$ cat src/rtl/blackjack_prob_engine.sv
// rtl/blackjack_prob_engine.sv - card-by-card bust / exact-21 probability engine
// Tracks the shoe histogram and per-player sums, reports probabilities in percent and the round winner.
module blackjack_prob_engine #(
   parameter int N_PLAYERS        = 2,
   parameter int CARDS_PER_PLAYER = 5,
   parameter int N_DECKS          = 1,
   parameter int ROUNDS_PER_DECK  = 5,
   localparam int PW  = ($clog2(N_PLAYERS) > 1) ? $clog2(N_PLAYERS) : 1,
   localparam int CIW = ($clog2(CARDS_PER_PLAYER) > 1) ? $clog2(CARDS_PER_PLAYER) : 1
) (
   input  logic           clk1,
   input  logic           rst_n,
   input  logic           in_valid,
   output logic           in_ready,
   input  logic [3:0]     in_card,
   output logic           out_valid,
   input  logic           out_ready,
   output logic [PW-1:0]  out_player,
   output logic [CIW-1:0] out_card_idx,
   output logic [6:0]     out_exceed,
   output logic [6:0]     out_equal,
   output logic           out_last,
   output logic [PW:0]    out_winner,
   output logic           out_err
);

   localparam int TOT = 52 * N_DECKS;
   localparam int CW  = 7;
   localparam int TW  = 8;
   localparam int SW  = 7;
   localparam int NW  = 15;
   localparam int RMW = 16;
   localparam int RW  = ($clog2(ROUNDS_PER_DECK + 1) > 1) ? $clog2(ROUNDS_PER_DECK + 1) : 1;

   typedef enum logic [1:0] {IDLE, UPDATE, DIV, HOLD} state_t;
   state_t state_q, state_d;

   logic [3:0]        card_q;
   logic [CW-1:0]     cnt_q [1:10];
   logic [TW-1:0]     total_q;
   logic [SW-1:0]     sum_q [N_PLAYERS];
   logic [PW-1:0]     player_q;
   logic [CIW-1:0]    cidx_q;
   logic [RW-1:0]     round_q;
   logic signed [7:0] remain_q;
   logic [RMW-1:0]    rem_exc_q, rem_eq_q;
   logic [6:0]        q_exc_q, q_eq_q;
   logic [2:0]        step_q;
   logic              err_q, last_q;
   logic [PW:0]       winner_q;
   logic [6:0]        out_exc_q, out_eq_q;
   logic              out_err_q, out_last_q;
   logic [PW:0]       out_win_q;

   logic              legal;
   logic [3:0]        value;
   logic [SW-1:0]     new_sum;
   logic signed [7:0] remain_w;
   logic [CW-1:0]     cnt_new [1:10];
   logic [TW-1:0]     total_new;
   logic [TW-1:0]     exc_cnt;
   logic [CW-1:0]     eq_cnt;
   logic [NW-1:0]     num_exc, num_eq;
   logic              is_last;
   logic [PW:0]       winner_w;
   logic [SW-1:0]     best, s;
   logic              any, tie;
   logic [RMW-1:0]    dsh;
   logic              div_en;
   logic [6:0]        fin_exc, fin_eq;

   // Face cards share value 1 with aces; illegal codes map to value 0 and touch nothing.
   always_comb begin
      legal     = (card_q >= 4'd1) && (card_q <= 4'd13);
      value     = 4'd0;
      if (legal) value = (card_q >= 4'd11) ? 4'd1 : card_q;
      new_sum   = sum_q[player_q] + SW'(value);
      remain_w  = 8'sd21 - $signed({1'b0, new_sum});
      total_new = total_q;
      exc_cnt   = '0;
      eq_cnt    = '0;
      for (int v = 1; v <= 10; v++) begin
         cnt_new[v] = cnt_q[v];
         if (value == 4'(v) && cnt_q[v] != '0) begin
            cnt_new[v] = cnt_q[v] - CW'(1);
            total_new  = total_q - TW'(1);
         end
         if ($signed(8'(v)) > remain_w)  exc_cnt = exc_cnt + TW'(cnt_new[v]);
         if ($signed(8'(v)) == remain_w) eq_cnt  = cnt_new[v];
      end
      num_exc = NW'(exc_cnt) * NW'(100);
      num_eq  = NW'(eq_cnt) * NW'(100);
   end

   assign is_last = (player_q == PW'(N_PLAYERS - 1)) && (cidx_q == CIW'(CARDS_PER_PLAYER - 1));

   always_comb begin
      best     = '0;
      s        = '0;
      any      = 1'b0;
      tie      = 1'b0;
      winner_w = '0;
      for (int p = 0; p < N_PLAYERS; p++) begin
         s = (PW'(p) == player_q) ? new_sum : sum_q[p];
         if (s <= SW'(21)) begin
            if (!any || s > best) begin
               best     = s;
               any      = 1'b1;
               tie      = 1'b0;
               winner_w = (PW+1)'(p + 1);
            end else if (s == best) begin
               tie = 1'b1;
            end
         end
      end
      if (tie) winner_w = '0;
   end

   // Restoring divider: step k tries total << (6-k), producing quotient bits MSB first.
   assign dsh    = RMW'(total_q) << (3'd6 - step_q);
   assign div_en = (total_q != '0);

   always_comb begin
      fin_exc = q_exc_q;
      fin_eq  = q_eq_q;
      if (remain_q <= 8'sd0) begin
         fin_exc = 7'd100;
         fin_eq  = 7'd0;
      end
      if (remain_q >= 8'sd10) fin_exc = 7'd0;
      if (remain_q < 8'sd1 || remain_q > 8'sd10) fin_eq = 7'd0;
      if (!div_en) begin
         fin_exc = 7'd0;
         fin_eq  = 7'd0;
      end
   end

   always_ff @(posedge clk1 or negedge rst_n) begin
      if (!rst_n) state_q <= IDLE;
      else        state_q <= state_d;
   end

   always_comb begin
      state_d = state_q;
      case (state_q)
         IDLE:    if (in_valid) state_d = UPDATE;
         UPDATE:  state_d = DIV;
         DIV:     if (step_q == 3'd7) state_d = HOLD;
         HOLD:    if (out_ready) state_d = IDLE;
         default: state_d = IDLE;
      endcase
   end

   always_comb begin
      in_ready  = (state_q == IDLE);
      out_valid = (state_q == HOLD);
   end

   always_ff @(posedge clk1 or negedge rst_n) begin
      if (!rst_n) begin
         card_q <= '0;
         for (int v = 1; v <= 10; v++) cnt_q[v] <= (v == 1) ? CW'(16 * N_DECKS) : CW'(4 * N_DECKS);
         total_q <= TW'(TOT);
         for (int p = 0; p < N_PLAYERS; p++) sum_q[p] <= '0;
         player_q   <= '0;
         cidx_q     <= '0;
         round_q    <= '0;
         remain_q   <= '0;
         rem_exc_q  <= '0;
         rem_eq_q   <= '0;
         q_exc_q    <= '0;
         q_eq_q     <= '0;
         step_q     <= '0;
         err_q      <= 1'b0;
         last_q     <= 1'b0;
         winner_q   <= '0;
         out_exc_q  <= '0;
         out_eq_q   <= '0;
         out_err_q  <= 1'b0;
         out_last_q <= 1'b0;
         out_win_q  <= '0;
      end else begin
         case (state_q)
            IDLE: if (in_valid) card_q <= in_card;
            UPDATE: begin
               for (int v = 1; v <= 10; v++) cnt_q[v] <= cnt_new[v];
               total_q         <= total_new;
               sum_q[player_q] <= new_sum;
               remain_q        <= remain_w;
               rem_exc_q       <= RMW'(num_exc);
               rem_eq_q        <= RMW'(num_eq);
               q_exc_q         <= '0;
               q_eq_q          <= '0;
               step_q          <= '0;
               err_q           <= !legal;
               last_q          <= is_last;
               winner_q        <= winner_w;
            end
            DIV: begin
               step_q <= step_q + 3'd1;
               if (step_q != 3'd7) begin
                  if (div_en && rem_exc_q >= dsh) begin
                     rem_exc_q <= rem_exc_q - dsh;
                     q_exc_q   <= {q_exc_q[5:0], 1'b1};
                  end else begin
                     q_exc_q   <= {q_exc_q[5:0], 1'b0};
                  end
                  if (div_en && rem_eq_q >= dsh) begin
                     rem_eq_q <= rem_eq_q - dsh;
                     q_eq_q   <= {q_eq_q[5:0], 1'b1};
                  end else begin
                     q_eq_q   <= {q_eq_q[5:0], 1'b0};
                  end
               end else begin
                  out_exc_q  <= fin_exc;
                  out_eq_q   <= fin_eq;
                  out_err_q  <= err_q;
                  out_last_q <= last_q;
                  out_win_q  <= last_q ? winner_q : '0;
               end
            end
            HOLD: if (out_ready) begin
               if (last_q) begin
                  for (int p = 0; p < N_PLAYERS; p++) sum_q[p] <= '0;
                  player_q <= '0;
                  cidx_q   <= '0;
                  // Shoe is refilled on the same edge the round counter wraps.
                  if (round_q == RW'(ROUNDS_PER_DECK - 1)) begin
                     round_q <= '0;
                     for (int v = 1; v <= 10; v++) cnt_q[v] <= (v == 1) ? CW'(16 * N_DECKS) : CW'(4 * N_DECKS);
                     total_q <= TW'(TOT);
                  end else begin
                     round_q <= round_q + RW'(1);
                  end
               end else if (cidx_q == CIW'(CARDS_PER_PLAYER - 1)) begin
                  cidx_q   <= '0;
                  player_q <= player_q + PW'(1);
               end else begin
                  cidx_q <= cidx_q + CIW'(1);
               end
            end
            default: ;
         endcase
      end
   end

   assign out_player   = player_q;
   assign out_card_idx = cidx_q;
   assign out_exceed   = out_exc_q;
   assign out_equal    = out_eq_q;
   assign out_last     = out_last_q;
   assign out_winner   = out_win_q;
   assign out_err      = out_err_q;

endmodule

$ cat config.mk
export PLATFORM = sky130hd
export DESIGN_NAME = blackjack_prob_engine
export DESIGN_NICKNAME = d
export VERILOG_FILES = /design/src/rtl/blackjack_prob_engine.sv
export SDC_FILE = /design/constraint.sdc
export NUM_CORES = 1
export LEC_CHECK = 0
export ABC_CLOCK_PERIOD_IN_PS = 28100
export CAP_MARGIN = 40
export CORE_ASPECT_RATIO = 0.8
export CORE_MARGIN = 4
export CORE_UTILIZATION = 48
export DETAILED_ROUTE_END_ITERATION = 8
export SLEW_MARGIN = 20
export SYNTH_ARGS = -nofsm -noshare
export SYNTH_HDL_FRONTEND = slang
export SYNTH_SLANG_ARGS = --single-unit
$ cat constraint.sdc
create_clock -name clk1 -period 28.1 [get_ports clk1]
set_input_delay 2.81 -clock clk1 [delete_from_list [all_inputs] [get_ports clk1]]
set_output_delay 2.81 -clock clk1 [all_outputs]
set_load 0.05 [all_outputs]
==> impl_metrics.csv <==
group,metric,value,unit
finish,syn2layout_area_growth,9.13,%
clocking,insertion_delay,0.47,ns
timing,finClkSkew,0.0149,ns
clocking,clock_path_buffers,2,
clocking,cts_buffers,17,
die,initial_core_util,49.0,%
finish,layout-drive-gt1-share,6.33,%
placement,globalplace.congestion,0.902,
placement,place_ws,13.16,ns
setup_path,critical_path.slowest_cell,"dfrtp_1",
finish,register_area,0.00462,mm²
setup_path,worst_setup_path_start_kind,"flop",
clocking,clk_pin_slew_worst_paths,0.09,ns
yosys,ys_types,90,
die,die_h,175,µm
finish,nets,2207,
yosys,ys_warn_count,0,
yosys,netlist_top_cells_count,"ha_1, nand2_1, nor2_1",
timing,finalCriticalPeriod,15.08,ns
clocking,cts_sinks,184,
yosys,synth-seq-area-share,27.8,%
clocking,cts_setup_buffers,0,
die,pin_count,32,
yosys,syn_inst,1981,
outcome,status,"completed",
setup_path,crit_type,"flop to flop",
route,firstDrtPassIters,6,
yosys,synth_area,0.0166,mm²
route,drt_iter0_markers,1256,
timing,hold_slack,0.487,ns
setup_path,path_common_cell,"fa_1",
finish,multiInputGateArea,0.0112,mm²
finish,postLayoutCoreUtil,53.5,%
global_route,overflow,0,
timing,setup_viol,0,
timing,tightestPinTransition,1.02,ns
route,drc,0,
yosys,ys_ff_latch,184,
hold_path,holdCritPathClass,"flop to flop",
clocking,cts.htree.levels,4,
clocking,cts_root_buf,"clkbuf_16",
yosys,yosysMostFrequentCell,"ha_1",
die,die-area,0.0377,mm²
yosys,async_flop_share,100,%
yosys,synth_enable_flop_cells,0,
global_route,grt_usage,24.3,%
setup_path,cp-end-kind,"flop",
placement,place_hpwl,34700,µm
job,maxCapViolCount,0,
clocking,ctsHoldBuffers,0,
clocking,cts_resized,0,
finish,fillers,3199,
setup_path,cp.required,28.45,ns
die,fp.dieW,216,µm
timing,setup_tns,0,ns
route,avgViaCountPerCell,5.85,
global_route,antenna_found_initial,1,
global_route,grt_pass1_vias,13400,
route,wl_per_cell,18.6,µm
yosys,synthTopCellsByArea,"dfrtp_1, ha_1, xnor2_1",
die,design.core.area,0.0339,mm²
global_route,grt_pass1_wl,73700,µm
setup_path,cp_slowest_stage_delay,0.67,ns
placement,io_buffers,31,
clocking,cts_tree,"done",
yosys,yosysTopAreaCell,"dfrtp_1",
yosys,synth_ff_type,"dfrtp_1",
timing,report.final.hold_viol_count,0,
setup_path,arrival,15.44,ns
die,rows,60,
route,num_vias,14400,
timing,slew_violations,0,
yosys,synth.top_cell.area_share,25.7,%
timing,slew_headroom,31.8,%
yosys,synth_area_per_cell,8.40,µm²
timing,timing.fmax,0.0663,GHz
timing,period_share,53.7,%
timing,layout_setup_ws,13.02,ns
timing,rsz0062_at_grt,"no",
route,ant_nets,0,
route,routed_wl,45800,µm
global_route,grt_max_degree,74,
setup_path,path_max_fanout,17,
-- routing by layer --
layer,vias up,global-route usage (%),share of wire [%]
li1,7074,-,-
met1,6919,39.2,52
met2,410,33.6,40
met3,43,4.07,6.5
met4,2,4.67,1.4
met5,-,0,0.024
-- through the flow --
stage | area, µm² | instances
global route | 18200 | 2470
detailed placement | 17400 | 2432
finish | 18200 | 2471
global placement | 17400 | 2428
CTS | 18100 | 2464
floorplan | 16600 | 1982
-- state kept, by name (all words and copies together), names as in the netlist, 3 cells and up --
signal / cells
card_q: 4
cnt_q: 70
out_card_idx: 3
out_equal: 7
out_exceed: 7
q_eq_q: 7
q_exc_q: 7
rem_eq_q: 16
rem_exc_q: 16
remain_q: 8
round_q: 3
step_q: 3
sum_q: 14
total_q: 8
-- placed cells by master, fill, tap and decap left out, drive strengths merged, types with 15 or more instances in the layout --
cell           netlist  final
a211oi              17     17
a21o                38     38
a21oi              135    135
a22o                48     48
a31oi               23     23
and2                23     23
buf                 13     23
clkbuf              52     19
clkdlybuf4s50        0     30
dfrtp              171    171
fa                  15     15
ha                 192    192
inv                143    152
mux2                29     29
mux2i               33     33
nand2              178    178
nand2b              16     16
nand3               46     46
nand4               17     17
nor2               172    172
nor2b               42     42
nor3                45     45
nor4                18     18
o21ai              167    167
o21bai              25     25
o31ai               19     19
or3                 15     15
xnor2               94     94
xor2                49     49
-- area by class of cell --
| type | instances | area share, % |
|---|---|---|
| antenna | 1 | 0.0138 |
| clock buffer | 17 | 2.34 |
| clock inverter | 15 | 1.21 |
| inverter | 144 | 2.98 |
| multi-input combinational | 1589 | 61.9 |
| sequential | 184 | 25.4 |
| tap | 465 | 3.20 |
| timing repair buffer | 56 | 2.93 |
-- critical path, delay by kind of cell (launching register included) --
family	cells	cell delay (ns)
and+or+nand+nor	17	3.03
xor gates and xnor gates	4	1.04
buffers and inverters	4	0.33
AOI/OAI and AO/OA	17	3.60
adders and majority gates	14	5.61
DFF	1	0.67
muxes	2	0.65
-- path summary, 6_finish.rpt --
kind	end	startpoint	slack (ns)	depth (start not counted)
setup / recovery	rem_exc_q[14]	card_q[1]	13.02	58
hold / removal	cnt_q[69]	cnt_q[69]	0.49	2
setup reg to reg	rem_exc_q[14]	card_q[1]	13.02	58
hold reg to reg	cnt_q[69]	cnt_q[69]	0.49	2
max in group asynchronous	rem_eq_q[15]	rst_n	24.58	2
min in group asynchronous	cnt_q[52]	rst_n	2.31	1
-- cell families (layout without fill, tap and decap cells) --
kind of cell               count (synthesis)  in the layout  share of synthesized area, %
DFF                                      184            184                          27.8
AOI/OAI and AO/OA                        553            553                          21.5
other                                      1              3                        0.0225
muxes                                     62             62                          3.97
buffers and inverters                    209            232                          4.90
xor gates and xnor gates                 145            145                          7.85
adders and majority gates                208            208                          16.3
and+or+nand+nor                          619            619                          17.7
Power is left out: the tool's default activity adds up to more than one toggle a clock period on the data nets, which glitch-free logic cannot reach.
